## config.mk

```make
export PLATFORM = sky130hd
export DESIGN_NAME = rgu_ray_fifo
export DESIGN_NICKNAME = d
export VERILOG_FILES = /design/src/rtl/rgu_ray_fifo_pkg.sv /design/src/rtl/rgu_fifo_mem.sv /design/src/rtl/rgu_ray_fifo.sv
export SDC_FILE = /design/constraint.sdc
export NUM_CORES = 1
export LEC_CHECK = 0
export ABC_CLOCK_PERIOD_IN_PS = 5900
export CAP_MARGIN = 20
export CORE_ASPECT_RATIO = 0.7
export CORE_MARGIN = 4
export CORE_UTILIZATION = 60
export DETAILED_ROUTE_END_ITERATION = 16
export GPL_TIMING_DRIVEN = 0
export PLACE_DENSITY = 0.9
export SLEW_MARGIN = 20
export SYNTH_ARGS = -nofsm -noshare
export SYNTH_HDL_FRONTEND = slang
export SYNTH_SLANG_ARGS = --single-unit
```

## constraint.sdc

```tcl
create_clock -name iClock -period 5.9 [get_ports iClock]
set_input_delay 1.475 -clock iClock [delete_from_list [all_inputs] [get_ports iClock]]
set_output_delay 1.475 -clock iClock [all_outputs]
set_load 0.03 [all_outputs]
```

## src/rtl/rgu_ray_fifo_pkg.sv

```systemverilog
// rgu_ray_fifo_pkg: shared widths and limits for the ray FIFO slice.
// The GPU_WORD / RGU_FIFO_DEPTH defaults below stand in for the values that
// normally arrive from Definitions.v; an existing definition is left intact.
// Optional feature macro used by this slice: RGU_FIFO_DROP_COUNT_EN.
`ifndef GPU_WORD
`define GPU_WORD 32
`endif
`ifndef RGU_FIFO_DEPTH
`define RGU_FIFO_DEPTH 16
`endif

package rgu_ray_fifo_pkg;

  localparam int unsigned GPU_WORD_W   = `GPU_WORD;
  localparam int unsigned DROP_CNT_W   = 8;
  localparam int unsigned DROP_CNT_MAX = (1 << DROP_CNT_W) - 1;

endpackage

```

## src/rtl/rgu_fifo_mem.sv

```systemverilog
// rgu_fifo_mem: DEPTH x GPU_WORD register array, one synchronous write port,
// one asynchronous read port. Contents are never reset.
//   clk   : write clock
//   we    : write enable
//   waddr : write address
//   wdata : write data
//   raddr : read address
//   rdata : read data (combinational)
module rgu_fifo_mem
  import rgu_ray_fifo_pkg::*;
#(
  parameter int unsigned DEPTH = 16,
  localparam int unsigned AW   = $clog2(DEPTH)
) (
  input  logic                  clk,
  input  logic                  we,
  input  logic [AW-1:0]         waddr,
  input  logic [GPU_WORD_W-1:0] wdata,
  input  logic [AW-1:0]         raddr,
  output logic [GPU_WORD_W-1:0] rdata
);

  logic [GPU_WORD_W-1:0] mem_q [DEPTH];

  // Write port
  always_ff @(posedge clk) begin
    if (we) begin
      mem_q[waddr] <= wdata;
    end
  end

  // Show-ahead read port
  assign rdata = mem_q[raddr];

endmodule

```

## src/rtl/rgu_ray_fifo.sv

```systemverilog
// rgu_ray_fifo: show-ahead FIFO between the RayGenerationUnit and its consumer.
// Optional feature macro: RGU_FIFO_DROP_COUNT_EN (saturating dropped-push counter;
// without it oDropCount is tied to zero and no counter is built).
//   iClock      : clock, rising edge
//   iReset      : synchronous active-high reset
//   iFifoPush   : write strobe
//   iFifoData   : write data
//   iFlush      : synchronous discard of all stored words
//   iReady      : consumer accepts oData this cycle
//   oValid      : oData holds the oldest stored word
//   oData       : head-of-queue word
//   oFull       : count == DEPTH
//   oAlmostFull : count >= AFULL_LEVEL
//   oCount      : number of stored words
//   oOverflow   : sticky, set when a push is dropped
//   oDropCount  : number of dropped pushes (saturating)
module rgu_ray_fifo
  import rgu_ray_fifo_pkg::*;
#(
  parameter int unsigned DEPTH       = `RGU_FIFO_DEPTH,
  parameter int unsigned AFULL_LEVEL = 12,
  localparam int unsigned AW         = $clog2(DEPTH)
) (
  input  logic                  iClock,
  input  logic                  iReset,
  input  logic                  iFifoPush,
  input  logic [GPU_WORD_W-1:0] iFifoData,
  input  logic                  iFlush,
  input  logic                  iReady,
  output logic                  oValid,
  output logic [GPU_WORD_W-1:0] oData,
  output logic                  oFull,
  output logic                  oAlmostFull,
  output logic [AW:0]           oCount,
  output logic                  oOverflow,
  output logic [DROP_CNT_W-1:0] oDropCount
);

  logic [AW-1:0] rd_ptr_q, rd_ptr_d;
  logic [AW-1:0] wr_ptr_q, wr_ptr_d;
  logic [AW:0]   count_q, count_d;
  logic          overflow_q, overflow_d;

  logic pop_c;
  logic push_ok_c;
  logic drop_c;
  logic mem_we_c;

  // Status decoded from registered count
  assign oValid      = (count_q != '0);
  assign oFull       = (count_q == (AW+1)'(DEPTH));
  assign oAlmostFull = (count_q >= (AW+1)'(AFULL_LEVEL));
  assign oCount      = count_q;
  assign oOverflow   = overflow_q;

  // A pop frees a slot in the same cycle, so a full FIFO still accepts a push
  assign pop_c     = oValid && iReady;
  assign push_ok_c = iFifoPush && (!oFull || pop_c);
  assign drop_c    = iFifoPush && oFull && !pop_c && !iFlush;
  assign mem_we_c  = push_ok_c && !iFlush;

  // Pointer / count / flag next state
  always_comb begin
    rd_ptr_d   = rd_ptr_q;
    wr_ptr_d   = wr_ptr_q;
    count_d    = count_q;
    overflow_d = overflow_q | drop_c;
    if (iFlush) begin
      rd_ptr_d = '0;
      wr_ptr_d = '0;
      count_d  = '0;
    end else begin
      if (push_ok_c) begin
        wr_ptr_d = wr_ptr_q + AW'(1);
      end
      if (pop_c) begin
        rd_ptr_d = rd_ptr_q + AW'(1);
      end
      case ({push_ok_c, pop_c})
        2'b10:   count_d = count_q + (AW+1)'(1);
        2'b01:   count_d = count_q - (AW+1)'(1);
        default: count_d = count_q;
      endcase
    end
  end

  always_ff @(posedge iClock) begin
    if (iReset) begin
      rd_ptr_q   <= '0;
      wr_ptr_q   <= '0;
      count_q    <= '0;
      overflow_q <= 1'b0;
    end else begin
      rd_ptr_q   <= rd_ptr_d;
      wr_ptr_q   <= wr_ptr_d;
      count_q    <= count_d;
      overflow_q <= overflow_d;
    end
  end

`ifdef RGU_FIFO_DROP_COUNT_EN
  logic [DROP_CNT_W-1:0] drop_cnt_q, drop_cnt_d;

  // Saturating dropped-push counter
  always_comb begin
    drop_cnt_d = drop_cnt_q;
    if (drop_c && (drop_cnt_q != DROP_CNT_W'(DROP_CNT_MAX))) begin
      drop_cnt_d = drop_cnt_q + DROP_CNT_W'(1);
    end
  end

  always_ff @(posedge iClock) begin
    if (iReset) begin
      drop_cnt_q <= '0;
    end else begin
      drop_cnt_q <= drop_cnt_d;
    end
  end

  assign oDropCount = drop_cnt_q;
`else
  assign oDropCount = '0;
`endif

  rgu_fifo_mem #(
    .DEPTH (DEPTH)
  ) u_mem (
    .clk   (iClock),
    .we    (mem_we_c),
    .waddr (wr_ptr_q),
    .wdata (iFifoData),
    .raddr (rd_ptr_q),
    .rdata (oData)
  );

endmodule
```

==> flow_summary.toml <==
[drt]
first_iter_violations = 1573
avgRoutedWirePerCell_um = 33.2
drc = 0
dr.pass1.iters = 5
antenna_left = 0
vias_per_cell = 6.70
vias = 9952
wl_um = 49400

[setup_path]
critPathSlowestCell = "clkbuf_1"
cp_data_required_time_ns = 4.43
slowest_delay_ns = 0.79
worst-r2r-setup-slack_ns = 3.05
crit_chain = "clkbuf_1 > clkbuf_1 > mux4_2 > mux4_2 > clkdlybuf4s50_1"
crit_path_max_fanout = 10
crit_type = "reg2out"
critPathTopFamily = "buffers and inverters"
worst_r2r_startpoint = "oCount[2]"
endpoint_kind = "output pin"
critPathArrivalTime_ns = 4.04
worst_setup_path_start_kind = "register"
path_buf_inv = 3

[power_and_ir_drop]
leakagePower_nw = 7.40
power.total_mw = 7.53
power_density_nw_per_um2 = 314
p_clk_share_pct = 40.9
seq_power_share_pct = 55.1
p_comb_share_pct = 4.0
ir_drop_uv = 290
internal_power_mw = 6.03
power.switching_mw = 1.49
p_sw_share_pct = 19.8

[sta]
relSlewSlack_pct = 34.5
layout_min_cycle_time_ns = 5.52
setup_ws_ns = 0.385
hold_viol_final = 0
min_period_over_period_pct = 93.5
rsz0062_at_grt = "no"
worst_pin_slew_ns = 0.983
setup_tns_ns = 0
setup_viol = 0
skew_ns = 0.0136
finalHoldWorstSlack_ns = 0.485
slew_viol_final = 0
max_clock_freq_mhz = 181

[logic_synthesis]
synth_area_leaders = "edfxtp_1 76%, mux4_2 17%, dfxtp_1 1.8%"
synthesis.area_um2 = 20400
synthTopCellsByCount = "512 x edfxtp_1, 153 x mux4_2, 23 x nor2_1"
postSynth.asyncResetShare_pct = 0
avgSynthCellArea_um2 = 24.0
synth_ff_type = "edfxtp_1"
synth.most_common_cell = "edfxtp_1"
synth_edf_count = 512
ys_types = 42
synth-seq-area-share_pct = 77.3
ys_seq_elements = 530
yosys_warnings = 0
yosysTopAreaCell = "edfxtp_1"
synth_top_area_share_pct = 75.5
synthCells = 847

[global_route]
grt_pass1_wl_um = 72500
grt_use_met2_pct = 46.8
overflow = 0
grtUsageTotal_pct = 27.5
gr-usage-met1_pct = 36.5
antenna_found_initial = 2
grt_pass1_vias = 10600
groute.layer.met3.usage_pct = 5.58
grt_max_degree = 20
top_usage_layer = "met2"

[die]
pin_count = 86
chipWidth_um = 228
rows = 56
die_h_um = 162
die_area_um2 = 37000
start_util_pct = 60.8
core_area_um2 = 33500

[placement]
portBuffers = 77
dp_slack_ns = 1.19
placed_cells_incl_taps = 1401
dp_hpwl_um = 30100
placed_cell_area_um2 = 22400
gp_congestion = 0.772

[layout]
multi_input_area_um2 = 4430
area_growth_pct = 17.6
fillers = 1837
final_core_util_pct = 71.5
nets = 1057
layout-drive-gt1-share_pct = 29.0
fin_area_um2 = 23900
instances_no_fill = 1486
seq_area_um2 = 15700

[clock_tree]
htreeDepth = 2
cts_sinks = 530
clk_latency_ns = 0.56
cts_buffers = 46
post-cts-setup-buffers = 0
hold_buffers = 0
cts_tree = "built"
cts.path.max_buffers = 3
cts-root-buf = "clkbuf_16"
clkTransAtPathRegs_ns = 0.06
post_cts_resized = 0

[hold_path]
holdCritPathClass = "reg2reg"
hp-start = "oOverflow"

[job]
maxCapViolations = 0

[run_status]
status = "finished, final reports clean"
==> kinds of logic (layout without fill, tap and decap cells) <==
family / count (synthesis) / in the layout / synth area share (%)
adders and majority gates: 6 / 6 / 0.369
AOI/OAI and AO/OA: 20 / 20 / 0.793
and+or+nand+nor: 62 / 62 / 1.51
other: 1 / 9 / 0.0184
xor gates and xnor gates: 6 / 6 / 0.258
muxes: 166 / 166 / 18.1
DFF: 530 / 530 / 77.3
buffers and inverters: 56 / 252 / 1.60
==> state kept, by name (all words and copies together), names as in the netlist, named ones only <==
| signal | flops |
|---|---|
| u_mem.mem_q | 512 |
| oCount | 5 |
| rd_ptr_q | 4 |
| wr_ptr_q | 4 |
| oOverflow | 1 |
==> area by class of cell <==
cell class,count,area share (%)
antenna,1,0.0105
multi-input combinational,268,18.5
sequential,530,65.7
inverter,5,0.0784
timing repair buffer,112,5.74
clock buffer,55,5.04
clock inverter,29,1.33
buffer,51,1.30
tap,435,2.27
==> final timing paths <==
check	cells past startpoint	end
max	5	oData[23]
min	1	oOverflow
max reg2reg	6	u_mem.mem_q[4][28]
min reg2reg	1	oOverflow
==> power groups by stage <==
stage / logic (mW) / registers (mW) / clock network (mW)
3_5_place_dp: 0.295 / 4.23 / 0
2_1_floorplan: 0.154 / 4.23 / 0
5_1_grt: 0.319 / 4.15 / 3.28
6_report: 0.301 / 4.15 / 3.08
4_1_cts: 0.301 / 4.15 / 3.11
3_3_place_gp: 0.276 / 4.23 / 0
==> routing by layer <==
| metal | share of wire [%] | vias up |
|---|---|---|
| li1 | - | 3954 |
| met4 | 3.2 | 2 |
| met3 | 9.6 | 109 |
| met5 | 0.026 | - |
| met1 | 35 | 5203 |
| met2 | 52 | 684 |
==> cell usage in the layout (no fill, tap or decap), drive strengths merged, types with 4 or more instances in the layout <==
master | netlist | routed
nor2 | 23 | 23
conb | 1 | 8
nand2b | 6 | 6
clkinv | 1 | 19
clkbuf | 20 | 77
clkdlybuf4s50 | 0 | 77
bufinv | 0 | 7
mux4 | 160 | 160
xor2 | 4 | 4
dfxtp | 18 | 18
nand3 | 5 | 5
nor3 | 7 | 7
edfxtp | 512 | 512
o21ai | 4 | 4
mux2i | 6 | 6
inv | 4 | 6
nand2 | 12 | 12
buf | 31 | 64
ha | 6 | 6
Note: power is estimated with default switching activity, not from simulation.
